### src/rtl/fifo_pkg.sv
// Shared async-FIFO helpers: Gray/binary conversion, controller state encoding
// and the default pointer width. Used by both the read- and write-side controllers.
package fifo_pkg;

    localparam int PTR_WIDTH_DEF = 11;
    // Conversion functions work on a fixed maximum width; callers zero-extend
    // their pointer in and size-cast the result back down.
    localparam int PTR_MAX = 32;

    typedef enum logic {
        RUN   = 1'b0,
        FLUSH = 1'b1
    } fifo_state_e;

    function automatic logic [PTR_MAX-1:0] bin2gray(input logic [PTR_MAX-1:0] b);
        return b ^ (b >> 1);
    endfunction

    // XOR-prefix from the MSB down; zero upper bits leave the low result intact.
    function automatic logic [PTR_MAX-1:0] gray2bin(input logic [PTR_MAX-1:0] g);
        logic [PTR_MAX-1:0] b;
        b[PTR_MAX-1] = g[PTR_MAX-1];
        for (int i = PTR_MAX - 2; i >= 0; i--) begin
            b[i] = b[i+1] ^ g[i];
        end
        return b;
    endfunction

endpackage

### src/rtl/fifo_rd_ctrl_if.sv
// Read-side FIFO controller signal bundle. The slave modport is the controller;
// the master modport is the consumer plus the write-pointer synchronizer.
interface fifo_rd_ctrl_if
    import fifo_pkg::*;
#(
    parameter int ptr_width = PTR_WIDTH_DEF
);
    logic [ptr_width-1:0] rq2_wptr;
    logic                 rinc;
    logic                 rflush;
    logic [ptr_width-2:0] raddr;
    logic [ptr_width-1:0] rptr_g;
    logic                 rempty;
    logic                 ralmost_empty;
    logic [ptr_width-1:0] rlevel;
    logic                 rflush_done;
    logic                 rerr_underflow;

    modport master (
        output rq2_wptr, rinc, rflush,
        input  raddr, rptr_g, rempty, ralmost_empty, rlevel, rflush_done, rerr_underflow
    );

    modport slave (
        input  rq2_wptr, rinc, rflush,
        output raddr, rptr_g, rempty, ralmost_empty, rlevel, rflush_done, rerr_underflow
    );
endinterface

### src/rtl/fifo_gray_cnt.sv
// Binary/Gray pointer register with increment enable and synchronous load.
// The Gray copy is registered from the next binary value so it never glitches.
module fifo_gray_cnt
    import fifo_pkg::*;
#(
    parameter int width = PTR_WIDTH_DEF
) (
    input  logic             clk,
    input  logic             rst,
    input  logic             inc,
    input  logic             load,
    input  logic [width-1:0] load_bin,
    output logic [width-2:0] addr,
    output logic [width-1:0] gray,
    output logic [width-1:0] bin_next
);
    logic [width-1:0] bin_q;
    logic [width-1:0] gray_q;

    // Load wins over increment; increment wraps naturally modulo 2**width.
    assign bin_next = load ? load_bin : bin_q + width'(inc);

    always_ff @(posedge clk) begin
        if (rst) begin
            bin_q  <= '0;
            gray_q <= '0;
        end else begin
            bin_q  <= bin_next;
            gray_q <= width'(bin2gray(PTR_MAX'(bin_next)));
        end
    end

    assign addr = bin_q[width-2:0];
    assign gray = gray_q;
endmodule

### src/rtl/fifo_rd_ctrl.sv
// Async-FIFO read-domain controller: read pointer, empty/almost-empty/level flags
// and one-shot flush. Define FIFO_RD_UNDERFLOW_CHK_EN for the sticky underflow flag.
module fifo_rd_ctrl
    import fifo_pkg::*;
#(
    parameter int ptr_width = PTR_WIDTH_DEF,
    parameter int ae_thresh = 4
) (
    input  logic          rclk,
    input  logic          rrst,
    fifo_rd_ctrl_if.slave rif
);
    localparam logic [ptr_width-1:0] AE_LVL = ptr_width'(ae_thresh);

    fifo_state_e          state_q, state_d;
    logic                 pop;
    logic                 load;
    logic [ptr_width-1:0] wbin_s;
    logic [ptr_width-1:0] bin_next;
    logic [ptr_width-1:0] gray_next;
    logic [ptr_width-1:0] lvl_next;
    logic                 rempty_q;
    logic                 rae_q;
    logic [ptr_width-1:0] rlevel_q;
    logic                 rdone_q;

    assign wbin_s    = ptr_width'(gray2bin(PTR_MAX'(rif.rq2_wptr)));
    assign gray_next = ptr_width'(bin2gray(PTR_MAX'(bin_next)));
    assign lvl_next  = wbin_s - bin_next;

    fifo_gray_cnt #(.width(ptr_width)) u_rptr (
        .clk      (rclk),
        .rst      (rrst),
        .inc      (pop),
        .load     (load),
        .load_bin (wbin_s),
        .addr     (rif.raddr),
        .gray     (rif.rptr_g),
        .bin_next (bin_next)
    );

    always_ff @(posedge rclk) begin
        if (rrst) state_q <= RUN;
        else      state_q <= state_d;
    end

    // A flush request swallows any pop in the same cycle; FLUSH always lasts one cycle.
    always_comb begin
        state_d = state_q;
        pop     = 1'b0;
        load    = 1'b0;
        case (state_q)
            RUN: begin
                if (rif.rflush) state_d = FLUSH;
                else            pop     = rif.rinc & ~rempty_q;
            end
            FLUSH: begin
                state_d = RUN;
                load    = 1'b1;
            end
            default: state_d = RUN;
        endcase
    end

    always_ff @(posedge rclk) begin
        if (rrst) begin
            rempty_q <= 1'b1;
            rae_q    <= 1'b1;
            rlevel_q <= '0;
            rdone_q  <= 1'b0;
        end else begin
            rdone_q <= (state_q == FLUSH);
            if (state_q == FLUSH) begin
                rempty_q <= 1'b1;
                rae_q    <= 1'b1;
                rlevel_q <= '0;
            end else begin
                rempty_q <= (gray_next == rif.rq2_wptr);
                rae_q    <= (lvl_next <= AE_LVL);
                rlevel_q <= lvl_next;
            end
        end
    end

`ifdef FIFO_RD_UNDERFLOW_CHK_EN
    logic rerr_q;

    always_ff @(posedge rclk) begin
        if (rrst)                                                 rerr_q <= 1'b0;
        else if (state_q == FLUSH)                                rerr_q <= 1'b0;
        else if (!rif.rflush && rif.rinc && rempty_q)             rerr_q <= 1'b1;
    end

    assign rif.rerr_underflow = rerr_q;
`else
    assign rif.rerr_underflow = 1'b0;
`endif

    assign rif.rempty        = rempty_q;
    assign rif.ralmost_empty = rae_q;
    assign rif.rlevel        = rlevel_q;
    assign rif.rflush_done   = rdone_q;
endmodule

### src/flat_wrapper.sv
// flat-port wrapper written by rule: the top's interface ports become plain ports
module fifo_rd_ctrl_flat import fifo_pkg::*;
#(
    parameter int ptr_width = PTR_WIDTH_DEF,
    parameter int ae_thresh = 4
)
  (rclk, rrst, rif_rq2_wptr, rif_rinc, rif_rflush, rif_raddr, rif_rptr_g, rif_rempty, rif_ralmost_empty, rif_rlevel, rif_rflush_done, rif_rerr_underflow);
  fifo_rd_ctrl_if #(.ptr_width(ptr_width)) rif_i ();
  input  logic rclk;
  input  logic rrst;
  input wire logic [$bits(rif_i.rq2_wptr)-1:0] rif_rq2_wptr;
  input wire logic [$bits(rif_i.rinc)-1:0] rif_rinc;
  input wire logic [$bits(rif_i.rflush)-1:0] rif_rflush;
  output wire logic [$bits(rif_i.raddr)-1:0] rif_raddr;
  output wire logic [$bits(rif_i.rptr_g)-1:0] rif_rptr_g;
  output wire logic [$bits(rif_i.rempty)-1:0] rif_rempty;
  output wire logic [$bits(rif_i.ralmost_empty)-1:0] rif_ralmost_empty;
  output wire logic [$bits(rif_i.rlevel)-1:0] rif_rlevel;
  output wire logic [$bits(rif_i.rflush_done)-1:0] rif_rflush_done;
  output wire logic [$bits(rif_i.rerr_underflow)-1:0] rif_rerr_underflow;
  assign rif_i.rq2_wptr = rif_rq2_wptr;
  assign rif_i.rinc = rif_rinc;
  assign rif_i.rflush = rif_rflush;
  assign rif_raddr = rif_i.raddr;
  assign rif_rptr_g = rif_i.rptr_g;
  assign rif_rempty = rif_i.rempty;
  assign rif_ralmost_empty = rif_i.ralmost_empty;
  assign rif_rlevel = rif_i.rlevel;
  assign rif_rflush_done = rif_i.rflush_done;
  assign rif_rerr_underflow = rif_i.rerr_underflow;
  fifo_rd_ctrl #(.ptr_width(ptr_width), .ae_thresh(ae_thresh)) u_core (.rclk(rclk), .rrst(rrst), .rif(rif_i));
endmodule
### config.mk
export PLATFORM = sky130hd
export DESIGN_NAME = fifo_rd_ctrl_flat
export DESIGN_NICKNAME = d
export VERILOG_FILES = /design/src/rtl/fifo_pkg.sv /design/src/rtl/fifo_rd_ctrl_if.sv /design/src/rtl/fifo_gray_cnt.sv /design/src/rtl/fifo_rd_ctrl.sv /design/src/flat_wrapper.sv
export SDC_FILE = /design/constraint.sdc
export NUM_CORES = 1
export LEC_CHECK = 0
export BUFFER_PORTS_ARGS = -buffer_cell sky130_fd_sc_hd__buf_2
export CORE_ASPECT_RATIO = 0.75
export CORE_UTILIZATION = 40
export CTS_BUF_LIST = sky130_fd_sc_hd__clkbuf_8
export DETAILED_ROUTE_END_ITERATION = 10
export PLACE_DENSITY = 0.73
export SLEW_MARGIN = 10
export SYNTH_ARGS = -nofsm -noshare
export SYNTH_HDL_FRONTEND = slang
export SYNTH_HIERARCHICAL = 1
export SYNTH_SLANG_ARGS = --single-unit
### constraint.sdc
create_clock -name rclk -period 4.9 [get_ports rclk]
set_input_delay 0.49 -clock rclk [delete_from_list [all_inputs] [get_ports rclk]]
set_output_delay 0.49 -clock rclk [all_outputs]
set_load 0.02 [all_outputs]
==> impl_summary.txt, run 1 <==
----------------------------------------------------
[Status]
  Outcome ... finished clean

[Timing]
  Share of the cycle needed by the critical path after routing ... 94.4%
  Final critical-path required period ... 4.62 ns
  Setup Total Neg Slack ... 0 ns
  Final hold slack ... 0.428 ns
  Number of hold violations in the final report ... 0
  Final number of setup-violating endpoints ... 0
  Post-route worst setup slack ... 0.276 ns
  RSZ-0062 raised after global routing ... false
  Number of pins with negative max-slew slack in the final report ... 0
  Worst clock skew ... 0.00510 ns
  Upper clock frequency limit ... 0.216 GHz

[Placement]
  Worst-case setup slack after placement ... 0.105 ns
  Hpwl dp ... 3660 microns
  Number of input and output port buffers inserted ... 49
  Global placement routability congestion ... 0.882

[Worst setup path]
  Classification of the worst setup path ... input port to flop
  Delay of the slowest critical-path stage ... 0.50 ns
  Peak fanout along the critical path ... 4
  Beginning of the worst register-to-register path ... u_core/state_q$_SDFF_PP0_
  Reg2reg path depth ... 14
  CP Launch Type ... input port
  Endpoint of the worst register-to-register path ... u_core/rif.ralmost_empty$_SDFF_PP1_
  Arrival time reported for the critical path endpoint ... 4.85 ns
  Register-to-register setup slack ... 1.27 ns
  Critical Path Sink Type ... flop
  Cells along the critical path ... buf_2 -> xor3_2 -> xor2_4 -> xnor2_2 -> xnor2_2 -> xor3_2 -> xnor2_4 -> xnor2_1 -> mux2i_1 -> inv_1 -> ha_1 -> fa_1 -> nor2b_1 -> o21a_1 -> o21ai_0 -> a21oi_1 -> xor2_1 -> nor4_2 -> a31o_2
  CP bufs+invs ... 2
  Top delay family on crit path ... XOR/XNOR gates
  CP Data Required Time ... 5.13 ns
  Cell type of the slowest stage on the worst timing path ... sky130_fd_sc_hd__xor3_2

[Global routing]
  Number of antenna violations at the first check in global routing ... 0
  Combined global-route utilization of all metal layers ... 17.1%
  Largest net degree at the start of global routing ... 25
  Via count of the first global-routing pass ... 1728
  First-pass GRT wire length ... 7670 microns
  Grt ovf ... 0

[Final layout]
  Diode count ... 0
  Layout net count ... 336
  Fraction of layout cells with a size suffix above 1 ... 26.2%
  Most common cell after layout, fill and taps aside ... sky130_fd_sc_hd__buf_2
  Commonest cells after routing, fill and taps aside ... 49 x sky130_fd_sc_hd__buf_2, 36 x sky130_fd_sc_hd__dfxtp_1, 30 x sky130_fd_sc_hd__nor2_1
  Synthesis-to-finish area growth ... 21.8%

[Logic synthesis]
  Post-synthesis sequential element count ... 36
  Post-synthesis cell type count ... 44
  Post-Synthesis Cells ... 249
  Yosys Warn Count ... 6
  Post-synth design cell area ... 2230 sq um
  Number of nets produced by synthesis ... 277
  Synthesized area per cell ... 8.94 sq um
  Sequential cell area fraction in the yosys report ... 32.4%

[Pwr]
  Combinational power share ... 54.4%
  Clock network power share ... 16.6%
  Net Sw Frac ... 41.1%
  Power per unit of standard cell area ... 477 nW/um^2
  Leakage dissipation ... 1.27 nW
  Peak VDD IR ... 253 uV
  Portion of total power attributed to sequential cells ... 28.9%
  Internal power of the cells ... 762 uW
  Switching power of the nets ... 532 uW

[Hold path]
  Worst Min Path Start ... rif_rflush
  Hold-critical path depth ... 2
  Worst min-delay path class ... input port to flop
  End point of the worst hold path ... u_core/state_q$_SDFF_PP0_

[Clocking]
  Clock-pin slew reported for the worst setup and hold paths after clock tree synthesis ... 0.07 ns
  Htree depth ... 2
  CTS tree ... done
  Root buffer selected by CTS ... sky130_fd_sc_hd__clkbuf_8
  Clock latency at the later pin of the worst-skew pair ... 0.28 ns
  Num Clock Sinks ... 36
  Total of hold buffers inserted after clock tree synthesis ... 0
  Number of buffers created by CTS ... 5
  CTS Buffer Depth ... 2

[Detailed routing]
  Mean routed wirelength per cell ... 12.6 microns
  Length of the first detailed-routing pass in iterations ... 4
  Vias/cell ... 4.95
  Number of design rule violations left after detail routing ... 0
  Final antenna-violating net count ... 0
  Starting DRC count in detailed routing ... 108
  Vias after detailed routing ... 1899
  Post-Route WL ... 4820 microns

[Floorplan]
  Starting Density ... 41.6%
  Area enclosed by the die boundary ... 5870 sq um
  Placement row count ... 23
  Die Y ... 66.6 microns
  IO Count ... 51
  Core Footprint ... 5350 sq um
  Die Wd ... 88.2 microns

[Job]
  MaxCap Viol Count ... 0

----------------------------------------------------
-- worst max-delay path by stage --
stage,from,to,slack (ns),cells after the start
3_3_place_gp,rif_rq2_wptr[10],u_core/rif.ralmost_empty$_SDFF_PP1_,0.24,19
4_1_cts,rif_rq2_wptr[10],u_core/rif.ralmost_empty$_SDFF_PP1_,0.34,19
5_1_grt,rif_rq2_wptr[9],u_core/rif.ralmost_empty$_SDFF_PP1_,0.002,19
2_1_floorplan,rif_rq2_wptr[10],u_core/rif.ralmost_empty$_SDFF_PP1_,0.63,18
3_5_place_dp,rif_rq2_wptr[10],u_core/rif.ralmost_empty$_SDFF_PP1_,0.10,19
6_report,rif_rq2_wptr[9],u_core/rif.ralmost_empty$_SDFF_PP1_,0.28,19
-- logic make-up (layout without fill, tap and decap cells) --
kind of cell	Yosys count	in the layout	synth area share [%]
xor+xnor	45	45	21.0
compound gates	32	32	10.6
mux	4	4	1.80
flops	36	36	32.4
simple gates	93	93	22.0
buf+inv	25	85	4.44
fa+ha+maj	13	13	7.64
other cells	1	1	0.168
-- layer usage --
layer  GRT usage [%]  wire length, microns
met1            23.7                  2380
met2            26.6                  2150
met3            4.58                   293
met4            3.02                     0
met5               0                     0
-- power groups by stage --
stage / clock network (mW) / registers [mW] / logic [mW]
floorplan: 0 / 0.460 / 0.430
global placement: 0 / 0.383 / 0.654
detailed placement: 0 / 0.381 / 0.664
CTS: 0.224 / 0.376 / 0.670
global route: 0.237 / 0.382 / 0.779
finish: 0.215 / 0.375 / 0.704
-- final cells by class --
class                           count  area (sq um)
Multi-Input combinational cell    188          1430
Tap cell                           75          93.8
Sequential cell                    36           721
Clock inverter                      2          10.0
Timing Repair Buffer               57           305
Inverter                           20          75.1
Fill cell                         513          2640
Clock buffer                        6          82.6
-- per-stage QoR --
step	utilization [%]	instances	power [mW]	area, sq um
after floorplan	-	249	0.890	2230
after CTS	49.6	379	1.27	2660
after global placement	47.9	371	1.04	2560
after detailed placement	47.9	371	1.05	2560
after global routing	50.7	384	1.40	2710
final	50.7	384	1.29	2710
-- cell usage after synthesis --
cell,count,area [sq um]
sky130_fd_sc_hd__a21o_1,2,15.0
sky130_fd_sc_hd__a21oi_1,6,30.0
sky130_fd_sc_hd__a31o_2,1,8.76
sky130_fd_sc_hd__a31oi_1,4,25.0
sky130_fd_sc_hd__and2_1,5,31.3
sky130_fd_sc_hd__buf_2,1,5.00
sky130_fd_sc_hd__buf_4,1,7.51
sky130_fd_sc_hd__clkbuf_1,3,11.3
sky130_fd_sc_hd__conb_1,1,3.75
sky130_fd_sc_hd__dfxtp_1,36,721
sky130_fd_sc_hd__fa_1,1,20.0
sky130_fd_sc_hd__ha_1,12,150
sky130_fd_sc_hd__inv_1,20,75.1
sky130_fd_sc_hd__mux2i_1,4,40.0
sky130_fd_sc_hd__nand2_1,9,33.8
sky130_fd_sc_hd__nand2b_1,7,43.8
sky130_fd_sc_hd__nand3_1,9,45.0
sky130_fd_sc_hd__nand3_2,5,50.1
sky130_fd_sc_hd__nand4_1,3,18.8
sky130_fd_sc_hd__nor2_1,30,113
sky130_fd_sc_hd__nor2b_1,4,25.0
sky130_fd_sc_hd__nor3_1,9,45.0
sky130_fd_sc_hd__nor4_1,4,25.0
sky130_fd_sc_hd__nor4b_1,1,8.76
sky130_fd_sc_hd__o211a_1,1,10.0
sky130_fd_sc_hd__o211ai_1,3,22.5
sky130_fd_sc_hd__o21a_1,2,15.0
sky130_fd_sc_hd__o21ai_0,5,25.0
sky130_fd_sc_hd__o22ai_1,1,6.26
sky130_fd_sc_hd__o311ai_1,1,8.76
sky130_fd_sc_hd__o31a_1,3,26.3
sky130_fd_sc_hd__o31ai_2,1,12.5
sky130_fd_sc_hd__o31ai_4,1,21.3
sky130_fd_sc_hd__o41ai_1,1,8.76
sky130_fd_sc_hd__or2_2,1,6.26
sky130_fd_sc_hd__or3_1,2,12.5
sky130_fd_sc_hd__or4_1,3,22.5
sky130_fd_sc_hd__or4b_1,1,10.0
sky130_fd_sc_hd__xnor2_1,28,245
sky130_fd_sc_hd__xnor2_2,2,32.5
sky130_fd_sc_hd__xnor2_4,1,27.5
sky130_fd_sc_hd__xor2_1,11,96.3
sky130_fd_sc_hd__xor2_2,1,16.3
sky130_fd_sc_hd__xor3_2,2,50.1
-- state kept, by name, indices dropped and copies added, names as in the netlist --
register and cells:
u_core/state_q 1, u_core/rif.rflush_done 1, u_core/u_rptr/gray 10, u_core/rif.ralmost_empty 1, u_core/rif.rempty 1, u_core/u_rptr/bin_q 11, u_core/rif.rlevel 11
-- what timing repair did --
item                       in CTS  in global routing
gates resized for setup         0                  2
buffers inserted                0                  5
setup endpoints to repair       0                  1
Power figures use the tool's default switching activity.
==> run 2, diff against run 1 <==
--- a/config.mk
+++ b/config.mk
@@ -7,10 +7,10 @@
 export LEC_CHECK = 0
 export BUFFER_PORTS_ARGS = -buffer_cell sky130_fd_sc_hd__buf_2
 export CORE_ASPECT_RATIO = 0.75
-export CORE_UTILIZATION = 40
+export CORE_UTILIZATION = 34
 export CTS_BUF_LIST = sky130_fd_sc_hd__clkbuf_8
 export DETAILED_ROUTE_END_ITERATION = 10
-export PLACE_DENSITY = 0.73
+export PLACE_DENSITY = 0.66
 export SLEW_MARGIN = 10
 export SYNTH_ARGS = -nofsm -noshare
 export SYNTH_HDL_FRONTEND = slang
==> run 2 against run 1 <==
Cell area fell by 2.2%; non-clock buffer count fell by 5; sequential share of layout area rose by 0.59 points; highest routed layer is now met4; combinational power fell by 4.7%; critical endpoint unchanged; critical path depth did not move; clock power fell by 8%; sequential power barely moved; die area rose by 17%; first-iteration DRC count fell by 19%; wire length rose by 4.0%; hold slack got worse by 0.0084 ns; largest power group unchanged; cell count did not move.
==> impl_summary.txt, run 2 (synthesis results as in run 1) <==
----------------------------------------------------
[Timing]
  Post-route worst setup slack ... 0.365 ns
  Worst slew margin relative to its limit ... 66.6%
  Setup Total Neg Slack ... 0 ns
  Upper clock frequency limit ... 0.221 GHz
  Final number of setup-violating endpoints ... 0
  Share of the cycle needed by the critical path after routing ... 92.5%
  Number of hold violations in the final report ... 0
  Worst clock skew ... 0.00921 ns
  Number of pins with negative max-slew slack in the final report ... 0
  Measured slew at the worst slew-check pin ... 0.495 ns
  Final critical-path required period ... 4.53 ns
  RSZ-0062 raised after global routing ... false

[Detailed routing]
  Routed length on met3 ... 322 microns
  Starting DRC count in detailed routing ... 87
  Number of design rule violations left after detail routing ... 0
  Detailed-routing wirelength on met1 ... 2490 microns
  Length of the first detailed-routing pass in iterations ... 4
  Final antenna-violating net count ... 0
  Vias after detailed routing ... 1889
  Mean routed wirelength per cell ... 13.1 microns
  Post-Route WL ... 5020 microns
  Vias/cell ... 4.92
  Top routing layer in use ... met4
  Amount of wire on met2 after detailed routing ... 2140 microns

[Final layout]
  Finished Core Util ... 42.0%
  Fraction of layout cells with a size suffix above 1 ... 24.4%
  Layout net count ... 331
  Diode count ... 0
  Most common cell after layout, fill and taps aside ... sky130_fd_sc_hd__buf_2
  Synthesis-to-finish area growth ... 19.2%
  Commonest cells after routing, fill and taps aside ... 49 x sky130_fd_sc_hd__buf_2, 36 x sky130_fd_sc_hd__dfxtp_1, 30 x sky130_fd_sc_hd__nor2_1
  Count of fill cells added during filler insertion ... 640
  Final cell count without fillers ... 384

[Clocking]
  Total of hold buffers inserted after clock tree synthesis ... 0
  Clock-pin slew reported for the worst setup and hold paths after clock tree synthesis ... 0.07 ns
  Clock latency at the later pin of the worst-skew pair ... 0.29 ns
  CTS Buffer Depth ... 2
  Root buffer selected by CTS ... sky130_fd_sc_hd__clkbuf_8
  Htree depth ... 2
  Num Clock Sinks ... 36
  CTS tree ... done
  Number of buffers created by CTS ... 5

[Pwr]
  Peak VDD IR ... 259 uV
  Power per unit of standard cell area ... 469 nW/um^2
  Leakage dissipation ... 1.24 nW

[Worst setup path]
  CP Data Required Time ... 5.14 ns
  Register-to-register setup slack ... 1.34 ns
  Reg2reg path depth ... 14
  Beginning of the worst register-to-register path ... u_core/state_q$_SDFF_PP0_
  CP Launch Type ... input port
  Critical Path Sink Type ... flop
  Endpoint of the worst register-to-register path ... u_core/rif.ralmost_empty$_SDFF_PP1_
  Classification of the worst setup path ... input port to flop
  Peak fanout along the critical path ... 5
  Arrival time reported for the critical path endpoint ... 4.77 ns

[Floorplan]
  Placement row count ... 25
  Core Footprint ... 6320 sq um
  Starting Density ... 35.2%
  Area enclosed by the die boundary ... 6880 sq um
  Die Y ... 72.1 microns
  Die Wd ... 95.5 microns
  IO Count ... 51

[Placement]
  Hpwl dp ... 3890 microns
  Placed Cells incl. Taps ... 377
  Global placement routability congestion ... 0.835
  Worst-case setup slack after placement ... 0.0975 ns
  Number of input and output port buffers inserted ... 49

[Hold path]
  End point of the worst hold path ... u_core/state_q$_SDFF_PP0_
  Hold-critical path depth ... 2
  Worst min-delay path class ... input port to flop
  Worst Min Path Start ... rif_rflush

[Global routing]
  Largest net degree at the start of global routing ... 25
  First-pass GRT wire length ... 8180 microns
  Via count of the first global-routing pass ... 1798
  Grt ovf ... 0
  Combined global-route utilization of all metal layers ... 15.6%
  Number of antenna violations at the first check in global routing ... 0

[Job]
  MaxCap Viol Count ... 0

[Status]
  Outcome ... finished clean

----------------------------------------------------
[run 2: per-stage QoR]
step | total power [mW] | instance area, sq um | hold WS [ns]
after floorplan | 0.890 | 2230 | 0.562
after global placement | 1.04 | 2570 | 0.592
after detailed placement | 1.05 | 2570 | 0.611
after CTS | 1.25 | 2650 | 0.409
after global routing | 1.36 | 2650 | 0.410
final | 1.25 | 2650 | 0.419
[run 2: worst max-delay path by stage]
stage,endpoint,startpoint,depth (start not counted)
finish,u_core/rif.ralmost_empty$_SDFF_PP1_,rif_rq2_wptr[10],19
global route,u_core/rif.ralmost_empty$_SDFF_PP1_,rif_rq2_wptr[10],19
CTS,u_core/rif.ralmost_empty$_SDFF_PP1_,rif_rq2_wptr[10],19
detailed placement,u_core/rif.ralmost_empty$_SDFF_PP1_,rif_rq2_wptr[10],19
global placement,u_core/rif.ralmost_empty$_SDFF_PP1_,rif_rq2_wptr[10],19
floorplan,u_core/rif.ralmost_empty$_SDFF_PP1_,rif_rq2_wptr[10],18
[run 2: area by class of cell]
cell class,instances,area (sq um),area share [%]
Clock inverter,2,8.76,0.330
Inverter,20,75.1,2.83
Clock buffer,5,68.8,2.59
Multi-Input combinational cell,188,1410,53.2
Tap cell,81,101,3.82
Sequential cell,36,721,27.2
Timing Repair Buffer,52,268,10.1
[run 2: metal layers]
metal	track usage [%]	vias to the layer above
met4	4.98	0
li1	-	954
met1	21.8	871
met3	3.77	7
met2	23.7	57
met5	0	-
[run 2: report_power, final]
part / switching, mW / internal (mW)
registers: 0.0232 / 0.354
clock network: 0.103 / 0.0945
logic: 0.395 / 0.276
[run 2: timing repair]
| action | CTS | global route |
|---|---|---|
| buffers inserted | 0 | 0 |
| resized for setup | 0 | 1 |
| hold endpoints to repair | 0 | 0 |
| endpoints found under the setup margin | 0 | 1 |
[run 2: worst max-delay path, cell delays in order]
cell,delay (ns)
sky130_fd_sc_hd__buf_2,0.12
sky130_fd_sc_hd__xor3_2,0.48
sky130_fd_sc_hd__xor2_2,0.24
sky130_fd_sc_hd__xnor2_2,0.13
sky130_fd_sc_hd__xnor2_2,0.27
sky130_fd_sc_hd__xor3_2,0.39
sky130_fd_sc_hd__xnor2_4,0.26
sky130_fd_sc_hd__xnor2_1,0.13
sky130_fd_sc_hd__mux2i_2,0.24
sky130_fd_sc_hd__inv_1,0.11
sky130_fd_sc_hd__ha_1,0.22
sky130_fd_sc_hd__fa_1,0.41
sky130_fd_sc_hd__nor2b_1,0.13
sky130_fd_sc_hd__o21a_1,0.14
sky130_fd_sc_hd__o21ai_0,0.14
sky130_fd_sc_hd__a21oi_1,0.26
sky130_fd_sc_hd__xor2_1,0.11
sky130_fd_sc_hd__nor4_1,0.30
sky130_fd_sc_hd__a31o_2,0.19
==> run 3, diff against run 2 <==
--- a/config.mk
+++ b/config.mk
@@ -6,11 +6,13 @@
 export NUM_CORES = 1
 export LEC_CHECK = 0
 export BUFFER_PORTS_ARGS = -buffer_cell sky130_fd_sc_hd__buf_2
+export CELL_PAD_IN_SITES_DETAIL_PLACEMENT = 0
+export CELL_PAD_IN_SITES_GLOBAL_PLACEMENT = 2
 export CORE_ASPECT_RATIO = 0.75
-export CORE_UTILIZATION = 34
+export CORE_UTILIZATION = 33
 export CTS_BUF_LIST = sky130_fd_sc_hd__clkbuf_8
 export DETAILED_ROUTE_END_ITERATION = 10
-export PLACE_DENSITY = 0.66
+export PLACE_DENSITY = 0.92
 export SLEW_MARGIN = 10
 export SYNTH_ARGS = -nofsm -noshare
 export SYNTH_HDL_FRONTEND = slang
==> run 3 against run 2 <==
Sequential power hardly changed; hold slack got worse by 0.0068 ns; critical path depth is the same; via count down 2.1%; worst setup slack improved by 0.022 ns; highest routed layer unchanged; sequential share of layout area is 0.19 points lower; non-clock buffer count is 1 higher; power increased by 1.8%.
==> impl_summary.txt, run 3 (synthesis results as in run 1) <==
----------------------------------------------------
[Timing]
  Final number of setup-violating endpoints ... 0
  Share of the cycle needed by the critical path after routing ... 92.1%
  Final critical-path required period ... 4.51 ns
  Upper clock frequency limit ... 0.222 GHz
  Setup Total Neg Slack ... 0 ns
  Number of hold violations in the final report ... 0
  Number of pins with negative max-slew slack in the final report ... 0
  RSZ-0062 raised after global routing ... false
  Worst clock skew ... 0.00943 ns

[Clocking]
  Clock latency at the later pin of the worst-skew pair ... 0.29 ns
  Num Clock Sinks ... 36
  Htree depth ... 2
  CTS tree ... done
  Clock-pin slew reported for the worst setup and hold paths after clock tree synthesis ... 0.07 ns
  Post_cts resized ... 0
  Number of buffers created by CTS ... 5
  Post-CTS setup buffer count ... 0
  CTS Buffer Depth ... 2
  Total of hold buffers inserted after clock tree synthesis ... 0
  Root buffer selected by CTS ... sky130_fd_sc_hd__clkbuf_8

[Global routing]
  Largest net degree at the start of global routing ... 25
  Number of antenna violations at the first check in global routing ... 0
  Via count of the first global-routing pass ... 1810
  Grt ovf ... 0
  Combined global-route utilization of all metal layers ... 14.9%
  First-pass GRT wire length ... 8310 microns

[Worst setup path]
  Critical Path Sink Type ... flop
  Endpoint of the worst register-to-register path ... u_core/rif.ralmost_empty$_SDFF_PP1_
  Arrival time reported for the critical path endpoint ... 4.75 ns
  Classification of the worst setup path ... input port to flop
  CP Data Required Time ... 5.13 ns
  Peak fanout along the critical path ... 5
  Reg2reg path depth ... 14
  CP bufs+invs ... 2
  CP Launch Type ... input port
  Cells along the critical path ... buf_2 -> xor3_2 -> xor2_2 -> xnor2_2 -> xnor2_2 -> xor3_2 -> xnor2_4 -> xnor2_1 -> mux2i_1 -> inv_1 -> ha_1 -> fa_1 -> nor2b_1 -> o21a_1 -> o21ai_0 -> a21oi_1 -> xor2_1 -> nor4_1 -> a31o_2
  Delay of the slowest critical-path stage ... 0.49 ns
  Beginning of the worst register-to-register path ... u_core/state_q$_SDFF_PP0_
  Cell type of the slowest stage on the worst timing path ... sky130_fd_sc_hd__xor3_2
  Register-to-register setup slack ... 1.27 ns
  Top delay family on crit path ... XOR/XNOR gates

[Detailed routing]
  Vias/cell ... 4.79
  Vias after detailed routing ... 1850
  Mean routed wirelength per cell ... 12.7 microns
  Number of design rule violations left after detail routing ... 0
  Length of the first detailed-routing pass in iterations ... 4
  Final antenna-violating net count ... 0
  Starting DRC count in detailed routing ... 71
  Post-Route WL ... 4890 microns

[Floorplan]
  Die Y ... 73.1 microns
  Area enclosed by the die boundary ... 7080 sq um
  Core Footprint ... 6410 sq um
  IO Count ... 51
  Starting Density ... 34.7%
  Placement row count ... 25
  Die Wd ... 96.9 microns

[Final layout]
  Commonest cells after routing, fill and taps aside ... 49 x sky130_fd_sc_hd__buf_2, 36 x sky130_fd_sc_hd__dfxtp_1, 30 x sky130_fd_sc_hd__nor2_1
  Layout net count ... 332
  Most common cell after layout, fill and taps aside ... sky130_fd_sc_hd__buf_2
  Diode count ... 0
  Fraction of layout cells with a size suffix above 1 ... 24.9%
  Count of fill cells added during filler insertion ... 668
  Synthesis-to-finish area growth ... 20.0%
  Final standard cell area without fillers ... 2670 sq um

[Pwr]
  Leakage dissipation ... 1.25 nW
  Peak VDD IR ... 174 uV
  Power per unit of standard cell area ... 475 nW/um^2

[Placement]
  Hpwl dp ... 3900 microns
  Global placement routability congestion ... 0.805
  Number of input and output port buffers inserted ... 49
  Placed Instance Area ... 2580 sq um

[Hold path]
  Worst Min Path Start ... rif_rflush
  Worst min-delay path class ... input port to flop
  End point of the worst hold path ... u_core/state_q$_SDFF_PP0_
  Hold-critical path depth ... 2

[Job]
  MaxCap Viol Count ... 0

[Status]
  Outcome ... finished clean

----------------------------------------------------
## run 3: changes by cell type in the layout (fill, tap and decap cells not counted), sizes merged
cell and delta:
inv -1, clkbuf +1, clkinv +1, buf +1
## run 3: through the flow
stage	instances	worst slack [ns]	total power, mW	hold slack, ns	utilization, %
final	386	0.387	1.27	0.412	41.7
after global routing	386	0.0163	1.38	0.421	41.7
after detailed placement	378	0.109	1.05	0.609	40.2
after global placement	378	0.263	1.05	0.600	40.2
after CTS	386	0.373	1.28	0.404	41.7
after floorplan	249	0.630	0.890	0.562	-
## run 3: worst max path at each step
stage | slack, ns | depth (start not counted) | to | start
after floorplan | 0.63 | 18 | u_core/rif.ralmost_empty$_SDFF_PP1_ | rif_rq2_wptr[10]
after global placement | 0.26 | 19 | u_core/rif.ralmost_empty$_SDFF_PP1_ | rif_rq2_wptr[10]
after detailed placement | 0.11 | 19 | u_core/rif.ralmost_empty$_SDFF_PP1_ | rif_rq2_wptr[10]
after CTS | 0.37 | 19 | u_core/rif.ralmost_empty$_SDFF_PP1_ | rif_rq2_wptr[10]
after global routing | 0.02 | 19 | u_core/rif.ralmost_empty$_SDFF_PP1_ | rif_rq2_wptr[10]
final | 0.39 | 19 | u_core/rif.ralmost_empty$_SDFF_PP1_ | rif_rq2_wptr[10]
## run 3: layout make-up
class / count / area (sq um) / share of cell area, %
multi-input combinational: 188 / 1410 / 52.7
sequential: 36 / 721 / 27.0
timing repair buffer: 53 / 275 / 10.3
tap: 81 / 101 / 3.79
clock buffer: 6 / 82.6 / 3.09
inverter: 20 / 75.1 / 2.81
clock inverter: 2 / 10.0 / 0.375
## run 3: worst register-to-register path, stage by stage, from the launching register on
cell and delay (ns):
sky130_fd_sc_hd__dfxtp_1 0.31, sky130_fd_sc_hd__nor4b_1 0.37, sky130_fd_sc_hd__ha_1 0.26, sky130_fd_sc_hd__nand3_2 0.19, sky130_fd_sc_hd__or4_1 0.55, sky130_fd_sc_hd__nand3_2 0.18
sky130_fd_sc_hd__inv_1 0.07, sky130_fd_sc_hd__ha_1 0.33, sky130_fd_sc_hd__o21ai_0 0.22, sky130_fd_sc_hd__nand2b_1 0.14, sky130_fd_sc_hd__a21oi_1 0.16, sky130_fd_sc_hd__a21oi_1 0.08
sky130_fd_sc_hd__xor2_1 0.18, sky130_fd_sc_hd__nor4_1 0.34, sky130_fd_sc_hd__a31o_2 0.20
## run 3: report_power, final
| group | switching [mW] | internal [mW] | total, mW |
|---|---|---|---|
| clock network | 0.108 | 0.112 | 0.221 |
| registers | 0.0223 | 0.353 | 0.376 |
| logic | 0.394 | 0.278 | 0.672 |
| total | 0.525 | 0.744 | 1.27 |
## run 3: layer usage
layer,vias to the layer above,wire [microns],GRT usage (%)
li1,955,-,-
met2,42,2020,22.5
met1,845,2560,20.6
met5,-,0,0
met3,8,253,4.21
met4,0,59,4.81
